===== src/rtl/spi_frame_rx_if.sv =====
// Signal bundle for the SPI frame receiver: serial link pins in, decoded frame
// results and the channel register bank out.
interface spi_frame_rx_if #(
  parameter int CH_NUM = 8
);
  logic                  sclk;
  logic                  din;
  logic                  sync_n;
  logic [12*CH_NUM-1:0]  ch_data;
  logic                  frame_valid;
  logic [2:0]            frame_chan;
  logic [11:0]           frame_data;
  logic                  frame_err;
  logic [15:0]           frame_cnt;
  logic                  busy;

  // Link driver / result consumer side
  modport master (
    output sclk, din, sync_n,
    input  ch_data, frame_valid, frame_chan, frame_data, frame_err, frame_cnt, busy
  );

  // Receiver side
  modport slave (
    input  sclk, din, sync_n,
    output ch_data, frame_valid, frame_chan, frame_data, frame_err, frame_cnt, busy
  );
endinterface


===== src/rtl/spi_frame_rx.sv =====
// SPI frame receiver for the 16-bit DAC link (sync_n framed, sclk idles high,
// MSB first). Oversamples the link on clk_core, decodes channel/data and keeps
// an 8-entry channel register bank.
module spi_frame_rx #(
  parameter int SPI_LEN     = 16,
  parameter int SYNC_STAGES = 2,
  parameter int CH_NUM      = 8
) (
  input  logic          clk_core,
  input  logic          rst,
  spi_frame_rx_if.slave bus
);

  localparam int CW = $clog2(SPI_LEN + 2);
  localparam logic [CW-1:0] BITS_FULL = CW'(SPI_LEN);
  localparam logic [CW-1:0] BITS_MAX  = CW'(SPI_LEN + 1);

  localparam logic [1:0] ST_IDLE  = 2'd0;
  localparam logic [1:0] ST_SHIFT = 2'd1;
  localparam logic [1:0] ST_CHECK = 2'd2;

  // Synchronizers, edge history and start-up arming
  logic [SYNC_STAGES-1:0] sclk_sync_q, sclk_sync_d;
  logic [SYNC_STAGES-1:0] din_sync_q, din_sync_d;
  logic [SYNC_STAGES-1:0] sync_n_sync_q, sync_n_sync_d;
  logic [SYNC_STAGES-1:0] settle_q, settle_d;
  logic                   sclk_hist_q, sclk_hist_d;
  logic                   sync_n_hist_q, sync_n_hist_d;
  logic                   armed_q, armed_d;

  // Frame state
  logic [1:0]             state_q, state_d;
  logic [SPI_LEN-1:0]     shreg_q, shreg_d;
  logic [CW-1:0]          bitcnt_q, bitcnt_d;
  logic                   busy_q, busy_d;

  // Results and channel bank
  logic [12*CH_NUM-1:0]   ch_data_q, ch_data_d;
  logic                   frame_valid_q, frame_valid_d;
  logic                   frame_err_q, frame_err_d;
  logic [2:0]             frame_chan_q, frame_chan_d;
  logic [11:0]            frame_data_q, frame_data_d;
  logic [15:0]            frame_cnt_q, frame_cnt_d;

  logic sclk_s, din_s, sync_n_s, settled;
  logic sclk_fall, sync_fall, sync_rise, good;
  logic [2:0]  rx_chan;
  logic [11:0] rx_data;

  assign sclk_s   = sclk_sync_q[SYNC_STAGES-1];
  assign din_s    = din_sync_q[SYNC_STAGES-1];
  assign sync_n_s = sync_n_sync_q[SYNC_STAGES-1];
  assign settled  = settle_q[SYNC_STAGES-1];

  // Edges are seen one cycle after the synchronized level changes. A sync_n
  // fall is only honoured once sync_n has been seen high after reset, so a
  // line already low when reset releases cannot start a frame.
  assign sclk_fall = sclk_hist_q & ~sclk_s;
  assign sync_fall = sync_n_hist_q & ~sync_n_s & armed_q;
  assign sync_rise = ~sync_n_hist_q & sync_n_s;

  assign rx_chan = shreg_q[14:12];
  assign rx_data = shreg_q[11:0];
  assign good    = (bitcnt_q == BITS_FULL) && !shreg_q[SPI_LEN-1];

  // Input synchronizer chains, edge history and arming after reset
  always_comb begin
    sclk_sync_d   = {sclk_sync_q[SYNC_STAGES-2:0], bus.sclk};
    din_sync_d    = {din_sync_q[SYNC_STAGES-2:0], bus.din};
    sync_n_sync_d = {sync_n_sync_q[SYNC_STAGES-2:0], bus.sync_n};
    settle_d      = {settle_q[SYNC_STAGES-2:0], 1'b1};
    sclk_hist_d   = sclk_s;
    sync_n_hist_d = sync_n_s;
    armed_d       = armed_q | (settled & sync_n_s);
  end

  // Frame FSM: shift on sclk falls, judge the frame one cycle after sync_n rises
  always_comb begin
    state_d       = state_q;
    shreg_d       = shreg_q;
    bitcnt_d      = bitcnt_q;
    busy_d        = busy_q;
    ch_data_d     = ch_data_q;
    frame_chan_d  = frame_chan_q;
    frame_data_d  = frame_data_q;
    frame_cnt_d   = frame_cnt_q;
    frame_valid_d = 1'b0;
    frame_err_d   = 1'b0;

    case (state_q)
      ST_IDLE: begin
        if (sync_fall) begin
          state_d  = ST_SHIFT;
          shreg_d  = '0;
          bitcnt_d = '0;
          busy_d   = 1'b1;
        end
      end
      ST_SHIFT: begin
        // sync_n rising wins over an sclk fall in the same cycle
        if (sync_rise) begin
          state_d = ST_CHECK;
        end else if (sclk_fall) begin
          shreg_d = {shreg_q[SPI_LEN-2:0], din_s};
          if (bitcnt_q != BITS_MAX) begin
            bitcnt_d = bitcnt_q + 1'b1;
          end
        end
      end
      ST_CHECK: begin
        state_d = ST_IDLE;
        busy_d  = 1'b0;
        if (good) begin
          ch_data_d[12*rx_chan +: 12] = rx_data;
          frame_chan_d  = rx_chan;
          frame_data_d  = rx_data;
          frame_cnt_d   = frame_cnt_q + 16'd1;
          frame_valid_d = 1'b1;
        end else begin
          frame_err_d = 1'b1;
        end
      end
      default: begin
        state_d = ST_IDLE;
        busy_d  = 1'b0;
      end
    endcase
  end

  // State registers; synchronizers preset high to match the idle lines
  always_ff @(posedge clk_core or posedge rst) begin
    if (rst) begin
      sclk_sync_q   <= '1;
      din_sync_q    <= '1;
      sync_n_sync_q <= '1;
      settle_q      <= '0;
      sclk_hist_q   <= 1'b1;
      sync_n_hist_q <= 1'b1;
      armed_q       <= 1'b0;
      state_q       <= ST_IDLE;
      shreg_q       <= '0;
      bitcnt_q      <= '0;
      busy_q        <= 1'b0;
      ch_data_q     <= '0;
      frame_valid_q <= 1'b0;
      frame_err_q   <= 1'b0;
      frame_chan_q  <= '0;
      frame_data_q  <= '0;
      frame_cnt_q   <= '0;
    end else begin
      sclk_sync_q   <= sclk_sync_d;
      din_sync_q    <= din_sync_d;
      sync_n_sync_q <= sync_n_sync_d;
      settle_q      <= settle_d;
      sclk_hist_q   <= sclk_hist_d;
      sync_n_hist_q <= sync_n_hist_d;
      armed_q       <= armed_d;
      state_q       <= state_d;
      shreg_q       <= shreg_d;
      bitcnt_q      <= bitcnt_d;
      busy_q        <= busy_d;
      ch_data_q     <= ch_data_d;
      frame_valid_q <= frame_valid_d;
      frame_err_q   <= frame_err_d;
      frame_chan_q  <= frame_chan_d;
      frame_data_q  <= frame_data_d;
      frame_cnt_q   <= frame_cnt_d;
    end
  end

  assign bus.ch_data     = ch_data_q;
  assign bus.frame_valid = frame_valid_q;
  assign bus.frame_err   = frame_err_q;
  assign bus.frame_chan  = frame_chan_q;
  assign bus.frame_data  = frame_data_q;
  assign bus.frame_cnt   = frame_cnt_q;
  assign bus.busy        = busy_q;

endmodule

===== src/flat_wrapper.sv =====
// flat-port wrapper written by rule: the top's interface ports become plain ports
module spi_frame_rx_flat 
#(
  parameter int SPI_LEN     = 16,
  parameter int SYNC_STAGES = 2,
  parameter int CH_NUM      = 8
)
  (clk_core, rst, bus_sclk, bus_din, bus_sync_n, bus_ch_data, bus_frame_valid, bus_frame_chan, bus_frame_data, bus_frame_err, bus_frame_cnt, bus_busy);
  spi_frame_rx_if #(.CH_NUM(CH_NUM)) bus_i ();
  input  logic clk_core;
  input  logic rst;
  input wire logic [$bits(bus_i.sclk)-1:0] bus_sclk;
  input wire logic [$bits(bus_i.din)-1:0] bus_din;
  input wire logic [$bits(bus_i.sync_n)-1:0] bus_sync_n;
  output wire logic [$bits(bus_i.ch_data)-1:0] bus_ch_data;
  output wire logic [$bits(bus_i.frame_valid)-1:0] bus_frame_valid;
  output wire logic [$bits(bus_i.frame_chan)-1:0] bus_frame_chan;
  output wire logic [$bits(bus_i.frame_data)-1:0] bus_frame_data;
  output wire logic [$bits(bus_i.frame_err)-1:0] bus_frame_err;
  output wire logic [$bits(bus_i.frame_cnt)-1:0] bus_frame_cnt;
  output wire logic [$bits(bus_i.busy)-1:0] bus_busy;
  assign bus_i.sclk = bus_sclk;
  assign bus_i.din = bus_din;
  assign bus_i.sync_n = bus_sync_n;
  assign bus_ch_data = bus_i.ch_data;
  assign bus_frame_valid = bus_i.frame_valid;
  assign bus_frame_chan = bus_i.frame_chan;
  assign bus_frame_data = bus_i.frame_data;
  assign bus_frame_err = bus_i.frame_err;
  assign bus_frame_cnt = bus_i.frame_cnt;
  assign bus_busy = bus_i.busy;
  spi_frame_rx #(.SPI_LEN(SPI_LEN), .SYNC_STAGES(SYNC_STAGES), .CH_NUM(CH_NUM)) u_core (.clk_core(clk_core), .rst(rst), .bus(bus_i));
endmodule

===== config.mk =====
export PLATFORM = sky130hd
export DESIGN_NAME = spi_frame_rx_flat
export DESIGN_NICKNAME = d
export VERILOG_FILES = /design/src/rtl/spi_frame_rx_if.sv /design/src/rtl/spi_frame_rx.sv /design/src/flat_wrapper.sv
export SDC_FILE = /design/constraint.sdc
export NUM_CORES = 1
export LEC_CHECK = 0
export ABC_AREA = 1
export CAP_MARGIN = 15
export CORE_ASPECT_RATIO = 0.5
export CORE_MARGIN = 3
export CORE_UTILIZATION = 40
export CTS_CLUSTER_DIAMETER = 120
export DETAILED_ROUTE_END_ITERATION = 7
export PLACE_DENSITY = 0.64
export SYNTH_ARGS = -nofsm -noshare
export SYNTH_HDL_FRONTEND = slang
export SYNTH_SLANG_ARGS = --single-unit

===== constraint.sdc =====
create_clock -name clk_core -period 7.45 [get_ports clk_core]
set_clock_uncertainty 0.2 [all_clocks]
set_input_delay 1.1175 -clock clk_core [delete_from_list [all_inputs] [get_ports clk_core]]
set_output_delay 1.1175 -clock clk_core [all_outputs]
set_load 0.02 [all_outputs]

==> out/qor.txt, run 1 <==
crit start category: flip-flop
hold crit path type: reg2reg
Logic pwr share: 0.060
clock power share: 0.454
CTS resizes: 0
fillers: 1793
Max Clk Rate: 211.5 MHz
via density per instance: 5.140
final hold viol count: 0
Multi-input gate area: 3273 µm²
Reg2Reg Launch Point: u_core.shreg_q[12]$_DFFE_PP0P_
post-synthesis cell area: 7909 µm²
Max rail drop VDD: 0.0001269 V
CP max stage cell: nor2_2
layout cells sized above 1: 0.08493
Worst-path clk slew: 70 ps
WL final: 22850 µm
HP Start: u_core.settle_q[0]$_DFF_PP0_
number of enable flip-flop cells after synthesis: 0
largest cells by area after synthesis: dfrtp_1 (49%), nand2_1 (13%), o21ai_0 (5.7%), nand3_1 (4.7%), inv_1 (4.2%)
outcome: finished clean
# diodes: 0
share of the synthesized area in the top cell type: 0.4936
pwr/cell area: 188.8 nW/µm²
Root Driver: clkbuf_16
TritonCTS Buffers: 17
MaxCap Viol Count: 0
Core Box Area: 18870 µm²
I/O Buffers: 134
Setup Buffers After CTS: 0
Worst Path Arrival: 4860 ps
worst skew pair latency: 440 ps
Total Die Area: 21600 µm²
Cell Chain, Critical Path: ha_1 > fa_1 > nor2_1 > nand2_1 > inv_1 > ha_1 > nand2_4 > nor2_2 > nand2_1 > nand2_1 > nand2_1 > nand2_1 > inv_1
Clock Sinks: 164
final setup vio count: 0
Int Power: 0.001414 W
Synth Flop Type: dfrtp_1
die width: 204.9 µm
most frequent cells in the layout: nand2_1 (266), dfrtp_1 (156), clkdlybuf4s50_1 (134)
Worst Path Max Fanout: 28
DRT antenna net count: 0
dpl hpwl: 16830 µm
sequential share of power: 0.486
antenna violations before repair: 0
commonest non-fill, non-tap cell in the layout: nand2_1
first-pass GRT wire length: 36970 µm
cell row count: 35
H-tree levels: 4
area grow syn2layout: 27.13%
DRC: 0
Slew Limit Fails: 0
Starting Density: 0.4190
CTS tree: yes
Crit Path Class: reg2reg
fin crit share: 0.6348
Clock Tree Buf Depth: 2
area post-placement: 9472 µm²
Post-Route Setup TNS: 0 ps
Worst setup startpoint: u_core.shreg_q[12]$_DFFE_PP0P_
Synth async-reset ratio: 1.000
Req. time, crit path: 7580 ps
synth warn: 0
Final Instance Area: 10050 µm²
drt pass-1 iters: 6
crit-path most repeated cell: nand2_1
Synth area leader: dfrtp_1
Netlist cell types: 45
Mapped Cells: 954
largest net degree at the start of global routing: 89
Total GRT Usage: 0.2195
DR iter-0 viols: 693
vias in the first global route: 6660
Syn Nets: 970
Worst setup EP type: flip-flop
placer's final routability congestion estimate: 0.9607
max_slew headroom: 0.2494
Storage cell area: 4114 µm²
worst reg2reg setup slack: 2720 ps
final period demand of the worst path: 4729 ps
GR Overflow Total: 0
Routed WL per cell: 16.88 µm
CP peak stage delay: 900 ps
Syn Area/Cell: 8.290 µm²
Seq/Total Area, Yosys: 0.5202
Slew @ Worst Pin: 1125 ps
final net count: 1098
Switching Fraction: 0.2552
Leak: 4.592 nW
switching power: 0.0004844 W
#FFs+latches synth: 164
via count: 6960
Hold-fix buffers, CTS: 0
RSZ-0062 raised after global routing: false
Die H: 105.4 µm
Boundary Pins: 135
-- power groups by stage --
| stage | logic [W] | clock network (W) | registers (W) |
|---|---|---|---|
| after floorplan | 0.0000742 | 0 | 0.000939 |
| after global placement | 0.000114 | 0 | 0.000939 |
| after detailed placement | 0.000116 | 0 | 0.000939 |
| after CTS | 0.000116 | 0.000882 | 0.000922 |
| after global routing | 0.000131 | 0.000925 | 0.000924 |
| final | 0.000115 | 0.000861 | 0.000923 |
-- per-stage QoR --
stage	hold slack [ps]	power, W	cells	utilization	setup slack, ps
after floorplan	131.2	0.001013	954	-	1712
after global placement	132.4	0.001052	1322	0.5018	2941
after detailed placement	135.6	0.001055	1322	0.5018	2836
after CTS	152.7	0.001921	1354	0.5327	2822
after global routing	158.6	0.001980	1354	0.5327	2345
final	147.1	0.001898	1354	0.5327	2721
-- cell type report --
cell class                      instances  area share
Tap cell                              259     0.03223
Multi-Input combinational cell        661      0.3255
Inverter                               99     0.03795
Timing Repair Buffer                  139      0.1371
Clock buffer                           18     0.04368
Clock inverter                         14     0.01431
Sequential cell                       164      0.4092
-- registers in the layout (all words and copies together) (netlist names) --
signal / count
u_core.sclk_hist_q: 1
u_core.state_q: 2
u_core.bus.frame_data: 12
u_core.bus.ch_data: 96
u_core.sync_n_hist_q: 1
u_core.shreg_q: 16
u_core.bus.busy: 1
u_core.sync_n_sync_q: 2
u_core.bus.frame_err: 1
u_core.bus.frame_cnt: 16
u_core.bitcnt_q: 5
u_core.armed_q: 1
u_core.sclk_sync_q: 2
u_core.settle_q: 2
u_core.bus.frame_valid: 1
u_core.din_sync_q: 2
u_core.bus.frame_chan: 3
-- worst max-delay path, delay by kind of cell (launching register included) --
family                     cells  cell delay [ps]
and+or+nand+nor                8             2050
buffers and inverters          2              110
DFF                            1              850
adders and majority gates      3             1410
-- synth_stat cells, types with 2 or more instances --
master      n
dfstp_2     8
nand4_1    19
buf_4       3
o211ai_1    4
or2_0       5
nor3_1      8
o22ai_1     7
buf_1       2
dfrtp_1   156
nand2_1   266
inv_1      88
o31ai_1     6
a31oi_1    10
inv_2       8
o21ai_1    21
nor2_4      6
nand2_2    10
nand2_4     2
a21oi_1    14
nand3_2     3
nor2_1     64
inv_4       2
o21ai_0    90
nand3_4     2
clkbuf_1   13
xor2_1     11
xnor2_1     6
nand3_1    75
buf_2      11
nor2_2     10
ha_1       10
-- routing by layer --
layer / routed length (µm) / track usage / share of wire
met4: 237 / 0.04774 / 0.010
met1: 11220 / 0.3308 / 0.49
met5: 0 / 0 / 0
met3: 2046 / 0.07498 / 0.090
met2: 9354 / 0.3026 / 0.41
-- logic make-up after synthesis --
kind of cell,count (synthesis),share of synthesized area
AO/OA/AOI/OAI,157,0.1081
XOR/XNOR,17,0.01883
adder cells (fa/ha/maj),11,0.01835
buffers and inverters,129,0.06597
flip-flops,164,0.5202
other,1,0.0004742
AND/OR/NAND/NOR,475,0.2682
-- worst paths after layout --
check	end	cells after the start
setup reg to reg	u_core.bus.ch_data[43]$_DFFE_PP0P_	13
hold reg to reg	u_core.settle_q[1]$_DFF_PP0_	0
setup / recovery	u_core.bus.ch_data[43]$_DFFE_PP0P_	13
min in group asynchronous	u_core.bus.frame_cnt[12]$_DFFE_PP0P_	2
max in group asynchronous	u_core.bus.ch_data[0]$_DFFE_PP0P_	3
hold / removal	u_core.settle_q[1]$_DFF_PP0_	0
No activity file was read; power rests on OpenSTA's default activity.
==> inputs of run 2 (changes only) <==
clock period = 4.47 ns   (was 7.45 ns; I/O delays follow)
==> run 2 against run 1 <==
Net effect: register-to-register slack lost 2100 ps; fmax grew 24%; first-iteration DRC count shrank 34%; clock-buffer cell count grew 3; non-clock buffer count grew 5; sequential share of layout area shrank 0.24 points; cell count grew 0.30%; global-route usage grew 0.19 points; combinational power grew 75%; largest cell class unchanged.
==> out/qor.txt, run 2 (synthesis gave the netlist of run 1 again) <==
met3 Resource Use GR: 0.05893 (-0.01604)
hold crit path type: reg2reg
commonest non-fill, non-tap cell in the layout: nand2_1
DRC: 0 (unchanged)
Routed WL per cell: 16.99 µm (+0.65%)
Worst Path Arrival: 3980 ps (-880 ps)
antenna violations before repair: 0 (unchanged)
outcome: finished clean
via count: 6924 (-0.52%)
Total Die Area: 21600 µm² (unchanged)
RSZ-0062 raised after global routing: false
DRT antenna net count: 0 (unchanged)
fin crit share: 0.8543 (+0.2195)
# diodes: 0 (unchanged)
H-tree levels: 4 (unchanged)
Req. time, crit path: 4630 ps (-2950 ps)
WL final: 23070 µm (+0.95%)
Worst Hold Path Cells: 0 (unchanged)
switching power: 0.0007907 W (+63%)
first-pass GRT wire length: 37430 µm (+1.2%)
drt pass-1 iters: 5 (-1)
final hold viol count: 0 (unchanged)
I/O Buffers: 134 (unchanged)
worst skew pair latency: 430 ps (about the same)
TritonCTS Buffers: 17 (unchanged)
DR iter-0 viols: 460 (-34%)
cell row count: 35 (unchanged)
CTS tree: yes
grt peak-use layer: met1
Switching Fraction: 0.2452 (-0.009988)
placer's final routability congestion estimate: 0.9623 (+0.17%)
met1 Track Usage GR: 0.3438 (+0.01298)
max_slew headroom: 0.3092 (+0.05975)
Clock Sinks: 164 (unchanged)
area post-placement: 9520 µm² (+0.52%)
area grow syn2layout: 27.87%
Hold-fix buffers, CTS: 0 (unchanged)
pwr/cell area: 318.8 nW/µm² (+69%)
DP Worst Slack: 746.8 ps (-2089 ps)
Worst setup EP type: flip-flop
Tot Pwr: 0.003225 W (+70%)
Worst Path Max Fanout: 17 (-39%)
crit start category: flip-flop
layout cells sized above 1: 0.08735 (+0.002421)
Logic pwr share: 0.062 (+0.002)
final net count: 1103 (+0.46%)
sequential share of power: 0.477 (-0.009)
Clock Tree Buf Depth: 2 (unchanged)
Starting Density: 0.4190 (unchanged)
met2 Usage GRT: 0.3050 (+0.002381)
Setup Buffers After CTS: 0 (unchanged)
Slew @ Worst Pin: 1036 ps (-88.42 ps)
Root Driver: clkbuf_16
Setup WS post-layout: 651.2 ps (-2070 ps)
Total GRT Usage: 0.2214 (+0.001898)
vias in the first global route: 6672 (+0.18%)
Die H: 105.4 µm (unchanged)
die width: 204.9 µm (unchanged)
Worst-path clk slew: 60 ps (about the same)
largest net degree at the start of global routing: 165 (+85%)
Slew Limit Fails: 0 (unchanged)
Final Instance Area: 10110 µm² (+0.58%)
dpl hpwl: 17080 µm (+1.5%)
R2R depth: 12 (-1)
Max Clk Rate: 261.9 MHz (+24%)
Int Power: 0.002434 W (+72%)
max reg flops: 96 (unchanged)
MaxCap Viol Count: 0 (unchanged)
Core Box Area: 18870 µm² (unchanged)
Boundary Pins: 135 (unchanged)
Max rail drop VDD: 0.0001955 V (+54%)
final setup vio count: 0 (unchanged)
clock power share: 0.461 (+0.007)
CTS resizes: 0 (unchanged)
final period demand of the worst path: 3819 ps (-910.3 ps)
most frequent cells in the layout: nand2_1 (266), dfrtp_1 (156), clkdlybuf4s50_1 (134)
Post-Route Setup TNS: 0 ps (unchanged)
via density per instance: 5.099 (-0.81%)
fin util: 0.5358 (+0.003115)
GR Overflow Total: 0 (unchanged)
Crit Path Class: reg2reg
Leak: 4.620 nW (+0.61%)
## run 2: cell count changes in the layout (fill, tap and decap cells not counted), moves of 2 or more
cell / before / now
clkinv_4: 6 / 2
buf_4: 5 / 9
inv_6: 5 / 2
clkbuf_8: 1 / 3
clkinvlp_4: 2 / 4
## run 2: through the flow
stage / std cells / hold WS (ps)
finish: 1358 / 148.0
global route: 1358 / 154.1
CTS: 1358 / 150.1
detailed placement: 1327 / 135.6
global placement: 1327 / 131.6
floorplan: 954 / 131.2
## run 2: power groups by stage
stage                     clock network, W  logic, W  registers, W
after floorplan                          0  0.000124       0.00156
after global placement                   0  0.000197       0.00156
after detailed placement                 0  0.000201       0.00157
after CTS                          0.00151  0.000203       0.00154
after global routing               0.00157  0.000230       0.00154
final                              0.00149  0.000201       0.00154
## run 2: metal layers
layer / share of wire / vias up
li1: - / 3364
met3: 0.079 / 26
met5: 0 / -
met2: 0.40 / 240
met1: 0.51 / 3294
met4: 0.013 / 0
## run 2: cell type report
class	count	area, µm²
fill	1770	8761
sequential	164	4114
multi-input combinational	661	3273
timing repair buffer	144	1429
clock buffer	21	470.5
inverter	99	380.4
tap	259	324.1
clock inverter	10	122.6
## run 2: path summary, 6_finish.rpt
kind / to / startpoint / slack [ps]
min in group asynchronous: u_core.bus.ch_data[12]$_DFFE_PP0P_ / rst / 550
hold reg to reg: u_core.settle_q[1]$_DFF_PP0_ / u_core.settle_q[0]$_DFF_PP0_ / 150
max in group asynchronous: u_core.bus.ch_data[90]$_DFFE_PP0P_ / rst / 2650
setup / recovery: u_core.bus.ch_data[39]$_DFFE_PP0P_ / u_core.shreg_q[13]$_DFFE_PP0P_ / 650
hold / removal: u_core.settle_q[1]$_DFF_PP0_ / u_core.settle_q[0]$_DFF_PP0_ / 150
setup reg to reg: u_core.bus.ch_data[39]$_DFFE_PP0P_ / u_core.shreg_q[13]$_DFFE_PP0P_ / 650
## run 2: worst max-delay path, stage by stage, from the launching register on
cell and delay [ps]:
dfrtp_1 440, ha_1 280, fa_1 580, nor2_1 110, nand2_1 110, inv_1 50
ha_1 670, nand2_1 440, inv_1 420, nand3_1 120, o21ai_0 140, o21ai_0 130
inv_1 60
==> inputs of run 3 (changes only) <==
SETUP_SLACK_MARGIN = 0.15   (was not set)
clock period = 4.4 ns   (was 4.47 ns; I/O delays follow)
==> run 3 against run 2 <==
Net effect: sequential share of layout area grew 0.12 points; critical path depth is the same; worst setup slack lost 70 ps; final area shrank 0.28%; first-iteration DRC count grew 8.5%; critical endpoint unchanged; highest routed layer unchanged.
==> out/qor.txt, run 3 (synthesis gave the netlist of run 1 again) <==
max reg flops: 96 (unchanged)
dpl hpwl: 17400 µm (+1.9%)
Root Driver: clkbuf_16
Core Box Area: 18870 µm² (unchanged)
worst path bufs/invs: 3 (unchanged)
crit start category: flip-flop
Boundary Pins: 135 (unchanged)
family with the most delay on the worst path: adder cells
CTS resizes: 0 (unchanged)
final setup vio count: 0 (unchanged)
crit-path most repeated cell: inv_1
Switching Fraction: 0.2424 (-0.002826)
final hold viol count: 0 (unchanged)
via density per instance: 5.127 (+0.55%)
Final Instance Area: 10080 µm² (-0.28%)
Storage cell area: 4114 µm² (unchanged)
drt pass-1 iters: 5 (unchanged)
DRC: 0 (unchanged)
H-tree levels: 4 (unchanged)
antenna violations before repair: 0 (unchanged)
Req. time, crit path: 4560 ps (-70 ps)
area post-placement: 9540 µm² (+0.21%)
Leak: 4.618 nW (about the same)
Int Power: 0.002413 W (-0.88%)
Multi-input gate area: 3273 µm² (unchanged)
fillers: 1823 (+3.0%)
commonest non-fill, non-tap cell in the layout: nand2_1
Slew @ Worst Pin: 973.3 ps (-62.97 ps)
Max rail drop VDD: 0.0002343 V (+20%)
Clock Sinks: 164 (unchanged)
pwr/cell area: 315.8 nW/µm² (-0.97%)
area grow syn2layout: 27.51%
clock power share: 0.445 (-0.016)
Die H: 105.4 µm (unchanged)
Worst-path clk slew: 60 ps (about the same)
via count: 6957 (+0.48%)
final net count: 1104 (+0.091%)
DR iter-0 viols: 499 (+8.5%)
Worst Path Arrival: 3980 ps (about the same)
fin crit share: 0.8679 (+0.01356)
vias in the first global route: 6663 (-0.13%)
Post-Route Setup TNS: 0 ps (unchanged)
switching power: 0.0007718 W (-2.4%)
Max Clk Rate: 261.9 MHz (about the same)
GR Overflow Total: 0 (unchanged)
max_slew headroom: 0.3443 (+0.03513)
MaxCap Viol Count: 0 (unchanged)
sequential share of power: 0.491 (+0.014)
Crit Path Class: reg2reg
Total GRT Usage: 0.2231 (+0.001699)
I/O Buffers: 134 (unchanged)
first-pass GRT wire length: 37720 µm (+0.77%)
largest net degree at the start of global routing: 83 (-50%)
CP peak stage delay: 690 ps (+20 ps)
Total Die Area: 21600 µm² (unchanged)
# diodes: 0 (unchanged)
Slew Limit Fails: 0 (unchanged)
CP max stage cell: ha_1
outcome: finished clean
DRT antenna net count: 0 (unchanged)
RSZ-0062 raised after global routing: false
Setup Buffers After CTS: 0 (unchanged)
final period demand of the worst path: 3819 ps (-0.1340 ps)
Logic pwr share: 0.064 (+0.002)
CTS tree: yes
WL final: 23280 µm (+0.91%)
layout cells sized above 1: 0.08652 (-0.0008312)
Routed WL per cell: 17.16 µm (+0.98%)
Starting Density: 0.4190 (unchanged)
Worst setup EP type: flip-flop
placer's final routability congestion estimate: 0.9689 (+0.69%)
Worst Path Max Fanout: 17 (unchanged)
Clock Tree Buf Depth: 2 (unchanged)
most frequent cells in the layout: nand2_1 (266), dfrtp_1 (156), clkdlybuf4s50_1 (134)
worst skew pair latency: 430 ps (about the same)
die width: 204.9 µm (unchanged)
hold crit path type: reg2reg
cell row count: 35 (unchanged)
TritonCTS Buffers: 17 (unchanged)
Cell Chain, Critical Path: ha_1 > fa_1 > nor2_1 > nand2_1 > inv_1 > ha_1 > nand2_1 > inv_1 > nand3_1 > o21ai_0 > o21ai_0 > inv_1
Hold-fix buffers, CTS: 0 (unchanged)
run 3: cell count changes in the layout (fill, tap and decap cells not counted), sizes merged:
cell	before	now
clkinvlp	4	2
inv	99	97
buf	10	11
clkbuf	21	18
clkinv	4	9
run 3: power by group through the flow:
| stage | registers [W] | logic [W] | clock network [W] |
|---|---|---|---|
| after detailed placement | 0.00159 | 0.000207 | 0 |
| after global routing | 0.00157 | 0.000235 | 0.00150 |
| after CTS | 0.00156 | 0.000208 | 0.00144 |
| after global placement | 0.00159 | 0.000203 | 0 |
| final | 0.00156 | 0.000205 | 0.00142 |
| after floorplan | 0.00159 | 0.000126 | 0 |
run 3: per-layer routing:
layer,part of all wire,up-vias,GRT usage
met5,0,-,0
met4,0.0095,0,0.04725
met3,0.068,19,0.05770
met2,0.41,218,0.3117
met1,0.51,3360,0.3453
li1,-,3360,-
run 3: path summary, 6_finish.rpt:
path                            depth (start not counted)                            endpoint  slack [ps]                      startpoint
worst max-delay path                                   12  u_core.bus.ch_data[39]$_DFFE_PP0P_         580  u_core.shreg_q[13]$_DFFE_PP0P_
worst min-delay path                                    0      u_core.din_sync_q[1]$_DFF_PP1_         150  u_core.din_sync_q[0]$_DFF_PP1_
worst max register to register                         12  u_core.bus.ch_data[39]$_DFFE_PP0P_         580  u_core.shreg_q[13]$_DFFE_PP0P_
worst min register to register                          0      u_core.din_sync_q[1]$_DFF_PP1_         150  u_core.din_sync_q[0]$_DFF_PP1_
max in group asynchronous                               3  u_core.bus.ch_data[54]$_DFFE_PP0P_        2860                             rst
min in group asynchronous                               2  u_core.bus.ch_data[79]$_DFFE_PP0P_         380                             rst
run 3: worst register-to-register path, cell delays in order, from the launching register on:
cell     delay, ps
dfrtp_1        450
ha_1           270
fa_1           570
nor2_1         110
nand2_1        110
inv_1           50
ha_1           690
nand2_1        440
inv_1          420
nand3_1        120
o21ai_0        130
o21ai_0        130
inv_1           60
run 3: stage by stage:
step	std cells	power, W	hold WS, ps	worst slack [ps]	util
after floorplan	954	0.001716	131.2	1347	-
after global placement	1328	0.001792	132.6	730.1	0.5055
after detailed placement	1328	0.001797	141.8	696.7	0.5055
after CTS	1357	0.003215	155.4	667.1	0.5343
after global routing	1357	0.003303	156.5	305.3	0.5343
final	1357	0.003184	153.1	581.4	0.5343
run 3: layout make-up:
type | instances | area share
Inverter | 99 | 0.03772
Sequential cell | 164 | 0.4079
Clock buffer | 18 | 0.04256
Timing Repair Buffer | 145 | 0.1437
Tap cell | 259 | 0.03213
Multi-Input combinational cell | 661 | 0.3246
Clock inverter | 11 | 0.01141
